<file path="src/rtl/bn_param_ctrl.sv">
// rtl/bn_param_ctrl.sv - double-buffered BN/ReLU/quantize parameter banks with frame-aligned swap
// Shadow bank loads from the cfg stream while the active bank drives the datapath.
module bn_param_ctrl #(
  parameter int NO_CH     = 10,
  parameter int BW_IN     = 12,
  parameter int AB_BW     = 12,
  parameter int FRAME_LEN = 128
) (
  input  logic                     clk,
  input  logic                     rst,
  input  logic                     cfg_vld,
  output logic                     cfg_rdy,
  input  logic [AB_BW-1:0]         cfg_data,
  input  logic                     s_vld,
  output logic                     s_rdy,
  input  logic [NO_CH*BW_IN-1:0]   s_data,
  output logic                     vld_in,
  output logic [NO_CH*BW_IN-1:0]   data_in,
  output logic [NO_CH*AB_BW-1:0]   a,
  output logic [NO_CH*AB_BW-1:0]   b,
  output logic [NO_CH*BW_IN-1:0]   x_min,
  output logic [NO_CH*BW_IN-1:0]   x_max,
  output logic                     bank_sel,
  output logic                     swap
);

  localparam int CH_W = (NO_CH > 1) ? $clog2(NO_CH) : 1;
  localparam int FC_W = $clog2(FRAME_LEN);

  typedef enum logic {LOAD, PENDING} state_t;

  state_t                 state_q, state_d;
  logic [1:0]             grp_q, grp_d;
  logic [CH_W-1:0]        ch_q, ch_d;
  logic [FC_W-1:0]        frame_q, frame_d;
  logic                   bank_sel_q;
  logic                   act_valid_q;
  logic                   vld_in_q;
  logic [NO_CH*BW_IN-1:0] data_in_q;

  logic [AB_BW-1:0]       a_q    [2][NO_CH];
  logic [AB_BW-1:0]       b_q    [2][NO_CH];
  logic [BW_IN-1:0]       xmin_q [2][NO_CH];
  logic [BW_IN-1:0]       xmax_q [2][NO_CH];

  logic cfg_fire;
  logic s_fire;
  logic swap_cond;
  logic last_ch;
  logic shadow;

  // Swap only when the frame boundary is reached and the output register is empty.
  assign swap_cond = (state_q == PENDING) && (frame_q == '0) && !vld_in_q;
  assign cfg_rdy   = !rst && (state_q == LOAD);
  assign s_rdy     = !rst && act_valid_q && !swap_cond;
  assign swap      = !rst && swap_cond;
  assign cfg_fire  = cfg_vld && cfg_rdy;
  assign s_fire    = s_vld && s_rdy;
  assign last_ch   = (ch_q == CH_W'(NO_CH - 1));
  assign shadow    = ~bank_sel_q;

  always_comb begin
    state_d = state_q;
    grp_d   = grp_q;
    ch_d    = ch_q;
    frame_d = frame_q;
    case (state_q)
      LOAD: begin
        if (cfg_fire) begin
          if (last_ch) begin
            ch_d  = '0;
            grp_d = grp_q + 2'd1;
            if (grp_q == 2'd3) state_d = PENDING;
          end else begin
            ch_d = ch_q + CH_W'(1);
          end
        end
      end
      PENDING: begin
        if (swap_cond) begin
          state_d = LOAD;
          grp_d   = '0;
          ch_d    = '0;
        end
      end
      default: state_d = LOAD;
    endcase
    if (s_fire) begin
      frame_d = (frame_q == FC_W'(FRAME_LEN - 1)) ? '0 : frame_q + FC_W'(1);
    end
  end

  always_ff @(posedge clk) begin
    if (rst) begin
      state_q     <= LOAD;
      grp_q       <= '0;
      ch_q        <= '0;
      frame_q     <= '0;
      bank_sel_q  <= 1'b0;
      act_valid_q <= 1'b0;
      vld_in_q    <= 1'b0;
      data_in_q   <= '0;
      for (int bk = 0; bk < 2; bk++) begin
        for (int i = 0; i < NO_CH; i++) begin
          a_q[bk][i]    <= '0;
          b_q[bk][i]    <= '0;
          xmin_q[bk][i] <= '0;
          xmax_q[bk][i] <= '0;
        end
      end
    end else begin
      state_q  <= state_d;
      grp_q    <= grp_d;
      ch_q     <= ch_d;
      frame_q  <= frame_d;
      vld_in_q <= s_fire;
      if (s_fire) data_in_q <= s_data;
      if (swap_cond) begin
        bank_sel_q  <= ~bank_sel_q;
        act_valid_q <= 1'b1;
      end
      if (cfg_fire) begin
        case (grp_q)
          2'd0:    a_q[shadow][ch_q]    <= cfg_data;
          2'd1:    b_q[shadow][ch_q]    <= cfg_data;
          2'd2:    xmin_q[shadow][ch_q] <= cfg_data[BW_IN-1:0];
          default: xmax_q[shadow][ch_q] <= cfg_data[BW_IN-1:0];
        endcase
      end
    end
  end

  for (genvar i = 0; i < NO_CH; i++) begin : g_lane
    assign a[i*AB_BW +: AB_BW]     = a_q[bank_sel_q][i];
    assign b[i*AB_BW +: AB_BW]     = b_q[bank_sel_q][i];
    assign x_min[i*BW_IN +: BW_IN] = xmin_q[bank_sel_q][i];
    assign x_max[i*BW_IN +: BW_IN] = xmax_q[bank_sel_q][i];
  end

  assign vld_in   = vld_in_q;
  assign data_in  = data_in_q;
  assign bank_sel = bank_sel_q;

endmodule

</file>
<file path="config.mk">
export PLATFORM = sky130hd
export DESIGN_NAME = bn_param_ctrl
export DESIGN_NICKNAME = d
export VERILOG_FILES = /design/src/rtl/bn_param_ctrl.sv
export SDC_FILE = /design/constraint.sdc
export NUM_CORES = 1
export LEC_CHECK = 0
export ABC_AREA = 1
export CAP_MARGIN = 10
export CORE_MARGIN = 5
export CORE_UTILIZATION = 40
export CTS_CLUSTER_DIAMETER = 30
export DETAILED_ROUTE_END_ITERATION = 16
export GPL_TIMING_DRIVEN = 1
export PLACE_DENSITY = 0.59
export SLEW_MARGIN = 20
export SYNTH_ARGS = -nofsm -noshare
export SYNTH_HDL_FRONTEND = slang
export SYNTH_SLANG_ARGS = --single-unit
</file>
<file path="constraint.sdc">
create_clock -name clk -period 4.9 [get_ports clk]
set_input_delay 0.49 -clock clk [delete_from_list [all_inputs] [get_ports clk]]
set_output_delay 0.49 -clock clk [all_outputs]
set_load 0.01 [all_outputs]
</file>
# Word level (Yosys, flattened, before mapping)
# Memory sizes are Yosys's and may differ from the RTL's. A register that Yosys moved wholly into a read port is not among the register bits.
# Index checks and enable logic that the tools add are counted.
[totals]
wordCells = 103
n_memories = 4
reg_bits = 137
ramBits = 960
output_inout_bits = 605
[mem_list]
columns = ["memory", "words", "word_bits", "rd", "rd_clocked_by_memory_dff", "write_ports", "line_no", "source"]
rows = [
  ["a_q", 2, 120, 1, 1, 2, "41", "logic [AB_BW-1:0] a_q [2][NO_CH];"],
  ["b_q", 2, 120, 1, 1, 2, "42", "logic [AB_BW-1:0] b_q [2][NO_CH];"],
  ["xmax_q", 2, 120, 1, 1, 2, "44", "logic [BW_IN-1:0] xmax_q [2][NO_CH];"],
  ["xmin_q", 2, 120, 1, 1, 2, "43", "logic [BW_IN-1:0] xmin_q [2][NO_CH];"],
]
[op_classes]
eq_ne = 8
magnitude_cmp = 2
n_addsub = 3
n_reduce_logical = 21
n_mux = 54
n_bitwise = 3
[ops]
columns = ["op", "n"]
rows = [
  ["$mux 120", 12],
  ["$reduce_or 120->1", 4],
  ["$demux 12 s4", 1],
  ["$mux 1", 30],
  ["$mux 12", 1],
  ["$mux 4", 3],
  ["$logic_and 1x1->1", 9],
  ["$pmux 4 s2", 1],
  ["$add 7x1->7 const B", 1],
  ["$eq 7x7->1 const B", 1],
  ["$logic_not 7->1", 1],
  ["$mux 7", 1],
  ["$mux 2", 3],
  ["$ge 5x5->1 const B", 1],
  ["$lt 5x1->1 const B", 1],
  ["$not 4->5", 1],
  ["$add 4x1->4 const B", 1],
  ["$eq 2x2->1 const B", 2],
  ["$eq 4x4->1 const B", 1],
  ["$ne 2x2->1 const B", 2],
  ["$pmux 2 s2", 1],
  ["$logic_not 1->1", 3],
  ["$reduce_and 3->1", 1],
  ["$reduce_or 3->1", 1],
  ["other kinds (7)", 8],
]

# Logic depth before layout (Yosys ltp)
# Gate-level depths: netlist (run 1).
[logic_depth]
ltp_word = 8
ltp_mapped = 12
mapped_depth_nobuf = 9

# Worst setup path after synthesis (run 1)
# No wires, ideal clock.
[synth_path]
path_type = "input -> register"
startpoint = "input port rst"
endpoint = "memory xmax_q[1][24] (netlist name), enable pin"
t_required_ps = 4520
slack_ps = 2351
path_stages = 12
arrival_time_ps = 2169
setup_time_ps = 380
cell_sequence = "buf_2 nor2_4 nand2_2 nor2_2 buf_4 o21ai_2 nand3_2 buf_6 buf_2 nand2_1 inv_1 nor2_1"
[synth_rtl]
columns = ["element", "line_no", "source"]
rows = [
  ["from (decl)", "10", "input logic rst,"],
  ["to (decl)", "44", ""],
]

==> impl_results.md, run 1 <==
- Status: completed
- GRT Residual Overflow: 0
- Static Leak: 0.0226 uW
- Hold Fails Final Rpt: 0
- Unrepaired setup endpoints after global routing: no
- Worst VDD drop: 0.355 mV
- Drt first-iter violations: 2891
- Worst hold-check path type: in -> reg
- Starting Density: 40.3%
- Final antenna-violating net count: 0
- Clk Latency, worst-skew pair: 0.80 ns
- Row Count: 120
- RD Place Congestion: 0.841
- Relative slew slack: 18.6%
- Top_reg_cell synth: edfxtp_1
- CTS Buf Count: 221
- Type of origin of the critical path: register
- Library cells used by synthesis: 32
- All-layer global routing usage: 26.4%
- Critical Path AT: 3.20 ns
- Setup_tns: 0 ns
- Area post-placement: 52300 um^2
- Hold Buf Count CTS: 0
- Critical R2R Launch: ch_q[3]
- R2R depth: 9
- Setup crit end kind: output port
- Fmax: 271 MHz
- DIE WIDTH: 339 um
- Met3 usage: 6.72%
- Worst setup path end: x_max[22]
- Average cell area after synthesis: 14.0 um^2
- Post-CTS Setup Inserts: 0
- Max-cap viol count: 0
- PwrDens: 473 nW/um^2
- Ys async rst share: 0%
- Post-CTS resize count: 0
- Met1 usage: 32.9%
- Port bufs: 740
- Layout Skew: 0.0469 ns
- Die Y: 339 um
- Share of cells above drive strength 1: 24.1%
- Vias: 29.1k
- Max FO, Critical Path: 122
- Final period util: 75.4%
- Die area: 115000 um^2
- Most used routing layer: met2
- Reg-to-reg slack, setup: 1.51 ns
- Filler cells: 8785
- Layout Nets: 4072
- Drt wl/cell: 28.4 um
- Number of global-route vias before repair: 28.9k
- Number of flops mapped to enable cells by yosys: 960
- Clock buffer depth: 3
- Root Driver: clkbuf_16
- Final Critical Period: 3.69 ns
- Top cells by count, synth: 960 x edfxtp_1, 557 x nor2_1, 480 x mux2_2
- Initial antenna violation count: 8
- Drt pass-1 iters: 6
- Final Setup Violations: 0
- #FFs+latches synth: 1098
- Clock sinks: 1098
- Cells after synthesis: 3101
- Count leader, synth: edfxtp_1
- Req. time, crit path: 4.41 ns
- Reg-to-reg endpoint: xmax_q[1][106]
- Core area: 107000 um^2
- Seq/Total Area, Yosys: 72.9%
- WL final: 157000 um
- Mapped Area: 43300 um^2
- Synth area leader: edfxtp_1
- Met2 Resource Use GR: 45.1%
- Slew @ Worst Pin: 1.22 ns
- Slew Viols, Final: 0
- DP Wirelength: 106000 um
- Routed vias/inst: 5.25
- Synth top area share: 66.6%
- CTS tree: built
- Main area contributors after synthesis: edfxtp_1 67%, mux2_2 12%, dfxtp_1 6.4%, nor2_1 4.8%, nand2_1 3.3%
- Synthesis Warnings: 0
- DRC Markers: 0
- Hold WS: 0.253 ns
- Setup Crit Path Kind: reg -> out
- H-tree Lvls: 4
- Worst-path clk slew: 0.05 ns
- First-pass GRT wire length: 217000 um
- Area Overhead vs Synth: 39.1%
- # IOs: 741
- Largest net degree at the start of global routing: 123
- Synthesized net count: 3243
- Final instance area: 60300 um^2
[metal layers]
metal | wire (um) | vias up
li1 | - | 12700
met1 | 60600 | 14700
met2 | 78700 | 1424
met3 | 12900 | 252
met4 | 4910 | 0
met5 | 0 | -
[final cells by class]
class / count / area [um^2] / area share (%)
timing repair buffer: 818 / 8040 / 13.4
tap: 1403 / 1760 / 2.91
inverter: 97 / 368 / 0.611
clock inverter: 172 / 2170 / 3.61
sequential: 1098 / 31600 / 52.4
antenna: 1 / 2.50 / 0.00415
multi-input combinational: 1694 / 10500 / 17.5
clock buffer: 249 / 5790 / 9.61
[through the flow]
step	utilization (%)	power, uW	instances	setup WS, ns
after floorplan	-	11700	3101	2.35
after detailed placement	48.7	13000	5110	1.03
final	56.1	28500	5532	1.21
after global routing	56.1	29200	5531	1.13
after CTS	56.1	28700	5531	1.19
after global placement	48.7	13000	5110	1.18
[flip-flops by register name (all words and copies together), names as in the netlist, named ones only]
name and cells:
a_q 240, data_in 120, ch_q 4, frame_q 7, b_q 240, act_valid_q 1, xmax_q 240, vld_in 1
xmin_q 240, bank_sel 1, grp_q 2, state_q 1
[worst min-delay path by stage]
stage / start / end / slack [ns] / depth (start not counted)
after floorplan: act_valid_q / act_valid_q / 0.44 / 2
after global routing: s_data[4] / data_in[4] / 0.23 / 3
final: s_data[19] / data_in[19] / 0.25 / 3
after CTS: s_data[1] / data_in[1] / 0.19 / 3
after global placement: act_valid_q / act_valid_q / 0.44 / 2
after detailed placement: act_valid_q / act_valid_q / 0.45 / 2
[kinds of logic after synthesis]
group | count (synthesis) | synth area share [%]
xor gates and xnor gates | 5 | 0.101
muxes | 480 | 12.5
adders and majority gates | 6 | 0.173
AOI/OAI and AO/OA | 171 | 1.99
buffers and inverters | 309 | 2.91
DFF | 1098 | 72.9
and+or+nand+nor | 1032 | 9.41
[critical path, cell delays in order, from the launching register on]
cell and delay (ns):
dfxtp_4 0.75, buf_12 0.50, mux2_2 0.47, clkdlybuf4s50_1 0.50
[cells in the final DEF (no fill, tap or decap), types with 7 or more instances in the layout]
| cell type | count |
|---|---|
| a21oi_1 | 138 |
| buf_4 | 74 |
| bufinv_16 | 35 |
| clkbuf_1 | 19 |
| clkbuf_16 | 227 |
| clkdlybuf4s50_1 | 739 |
| clkinv_1 | 17 |
| clkinv_2 | 31 |
| clkinv_4 | 21 |
| clkinvlp_4 | 31 |
| dfxtp_1 | 137 |
| edfxtp_1 | 960 |
| inv_1 | 80 |
| inv_2 | 15 |
| inv_6 | 21 |
| mux2_2 | 480 |
| nand2_1 | 386 |
| nand3_1 | 7 |
| nand4_1 | 16 |
| nor2_1 | 545 |
| nor2_2 | 17 |
| nor3_1 | 38 |
| o21ai_0 | 27 |
[report_power, final]
part           internal (uW)  switching, uW
registers              10500           99.8
logic                    973           1200
clock network          10400           5300
No activity file was read; power rests on OpenSTA's default activity.
==> inputs of run 2 (changes only) <==
- PLACE_DENSITY: 0.59 -> 0.61
- clock period: 4.9 -> 3 ns (I/O delays scaled with it)
==> run 2 against run 1 <==
The flow now finishes with violations (negative setup slack); total power rose by 60%; via count increased by 2.4%; sequential power is 63% higher; core utilization increased by 1.2 points; clock power up 57%; design area rose by 2.2%; sequential cell count unchanged; routed wire length shrank 0.29%; largest power group unchanged.
==> impl_results.md, run 2 (synthesis results as in run 1) <==
- Static Leak: 0.0237 uW (+4.7%)
- Relative slew slack: 34.3% (+16 points)
- First-pass GRT wire length: 218000 um (+0.75%)
- GRT Residual Overflow: 0 (unchanged)
- Vias: 29.8k (+2.4%)
- DP Wirelength: 107000 um (+1.3%)
- Die Y: 339 um (unchanged)
- Worst-path clk slew: 0.05 ns (about the same)
- Critical Path AT: 2.72 ns (-0.48 ns)
- Share of cells above drive strength 1: 26.3% (+2.2 points)
- Area post-placement: 53800 um^2 (+3.0%)
- DRC Markers: 0 (unchanged)
- Drt first-iter violations: 2669 (-7.7%)
- Final worst-path setup slack: -0.0173 ns (-1.22 ns)
- Pint: 35100 uW (+60%)
- Reg-to-reg slack, setup: 0.51 ns (-1.00 ns)
- Clock sinks: 1098 (unchanged)
- Hold Buf Count CTS: 0 (unchanged)
- H-tree Lvls: 4 (unchanged)
- Violated checks: negative setup slack
- All-layer global routing usage: 26.4% (about the same)
- Most frequent cells in the layout: 960 x edfxtp_1, 705 x clkdlybuf4s50_1, 557 x nor2_1
- Layout Skew: 0.0473 ns (+0.000423 ns)
- Max FO, Critical Path: 71 (-42%)
- HP Start: s_data[19]
- R2R depth: 7 (-2)
- Routed vias/inst: 5.23 (-0.43%)
- Gate power share: 8.2% (+0.6 points)
- CTS Buf Count: 215 (-2.7%)
- Layout Nets: 4239 (+4.1%)
- Setup crit end kind: output port
- Filler cells: 8540 (-2.8%)
- Die area: 115000 um^2 (unchanged)
- DIE WIDTH: 339 um (unchanged)
- Hold WS: 0.0723 ns (-0.181 ns)
- Status: finished, violations left
- Psw: 10500 uW (+59%)
- Initial antenna violation count: 5 (-3)
- Hold Fails Final Rpt: 0 (unchanged)
- Hold Path End: data_in[19]
- Final period util: 101%
- # IOs: 741 (unchanged)
- Worst hold-check path type: in -> reg
- Area Overhead vs Synth: 42.2%
- Max-cap viol count: 0 (unchanged)
- Drt pass-1 iters: 5 (-1)
- Final Setup Violations: 1 (+1)
- Hold Path Stages: 3 (unchanged)
- Seq pwr share: 37.9% (+0.7 points)
- Unrepaired setup endpoints after global routing: yes
- Cell Count, Final, Fillers Out: 5688 (+2.8%)
- Root Driver: clkbuf_16
- Most common cell after layout, fill and taps aside: edfxtp_1
- WL final: 157000 um (-0.29%)
- Req. time, crit path: 2.70 ns (-1.71 ns)
- Largest net degree at the start of global routing: 129 (+4.9%)
- Final antenna-violating net count: 0 (unchanged)
- Type of origin of the critical path: register
- Reg-to-reg endpoint: xmin_q[1][6]
- Inst Count DP: 5279 (+3.3%)
- Slew Viols, Final: 0 (unchanged)
- RD Place Congestion: 0.885 (+5.3%)
- Final instance area: 61600 um^2 (+2.2%)
- CTS tree: built
- Register area: 31600 um^2 (unchanged)
- Fmax: 331 MHz
- Clk Latency, worst-skew pair: 0.80 ns (about the same)
- Starting Density: 40.3% (unchanged)
- Clock buffer depth: 3 (unchanged)
- Critical R2R Launch: ch_q[1]
- Final Critical Period: 3.02 ns
- Setup Crit Path Kind: reg -> out
- PwrDens: 741 nW/um^2 (+57%)
- Port bufs: 740 (unchanged)
- Worst VDD drop: 0.540 mV (+52%)
- Row Count: 120 (unchanged)
- Area of the multi-input gates: 10500 um^2 (-0.37%)
- Clock Power Share: 53.9% (-1.3 points)
- Drt wl/cell: 27.5 um (-3.0%)
- Core area: 107000 um^2 (unchanged)
- Slew @ Worst Pin: 0.982 ns (-0.235 ns)
- Sw Share: 23.0% (-0.19 points)
- Number of global-route vias before repair: 30.0k (+3.6%)
[run 2: worst max-delay path by stage]
stage | from | to
detailed placement | cfg_vld | xmin_q[1][76]
global placement | cfg_vld | xmin_q[1][2]
finish | register | x_max[109]
CTS | register | x_max[24]
global route | register | x_max[109]
floorplan | rst | xmax_q[1][24]
[run 2: power groups by stage]
stage / Combinational [uW] / Sequential [uW] / Clock [uW]
2_1_floorplan: 1540 / 17500 / 0
3_3_place_gp: 3730 / 17600 / 0
3_5_place_dp: 3730 / 17600 / 0
4_1_cts: 3770 / 17300 / 24800
5_1_grt: 3870 / 17300 / 25700
6_report: 3750 / 17300 / 24600
[run 2: critical path, cell delays in order, from the launching register on]
cell and delay, ns:
dfxtp_4 0.36, buf_12 0.21, buf_16 0.35, mux2_2 0.45
clkdlybuf4s50_1 0.50
[run 2: cell type report]
| cell class | count | area share, % |
|---|---|---|
| flip-flops and latches | 1098 | 51.3 |
| multi-input cells | 1694 | 17.0 |
| repair buffers | 991 | 15.9 |
| clock buffers | 243 | 9.09 |
| clock inverters | 159 | 3.24 |
| well taps | 1403 | 2.85 |
| inverters | 97 | 0.597 |
| diodes | 3 | 0.0122 |
[run 2: per-stage QoR]
| stage | worst slack [ns] | TNS, ns | util [%] | total power (uW) |
|---|---|---|---|---|
| 5_1_grt | -0.0691 | -3.35 | 57.4 | 46900 |
| 3_5_place_dp | 0.149 | 0 | 50.1 | 21300 |
| 3_3_place_gp | 0.191 | 0 | 50.1 | 21300 |
| 2_1_floorplan | 0.641 | 0 | - | 19000 |
| 4_1_cts | -0.0644 | -2.51 | 57.3 | 45900 |
| 6_report | -0.0173 | -0.0173 | 57.4 | 45600 |
[run 2: what timing repair did]
item,in CTS,in global routing
gates resized for setup,25,19
endpoints found under the setup margin,258,152
endpoints found under the hold margin,0,0
cloned,2,0
buffers inserted,2,0
pin swaps,0,0
[run 2: per-layer routing]
| layer | part of all wire (%) | vias up | track usage (%) |
|---|---|---|---|
| met3 | 8.7 | 248 | 7.26 |
| li1 | - | 13000 | - |
| met2 | 49 | 1490 | 44.6 |
| met5 | 0 | - | 0 |
| met1 | 38 | 15000 | 32.5 |
| met4 | 3.6 | 0 | 10.1 |
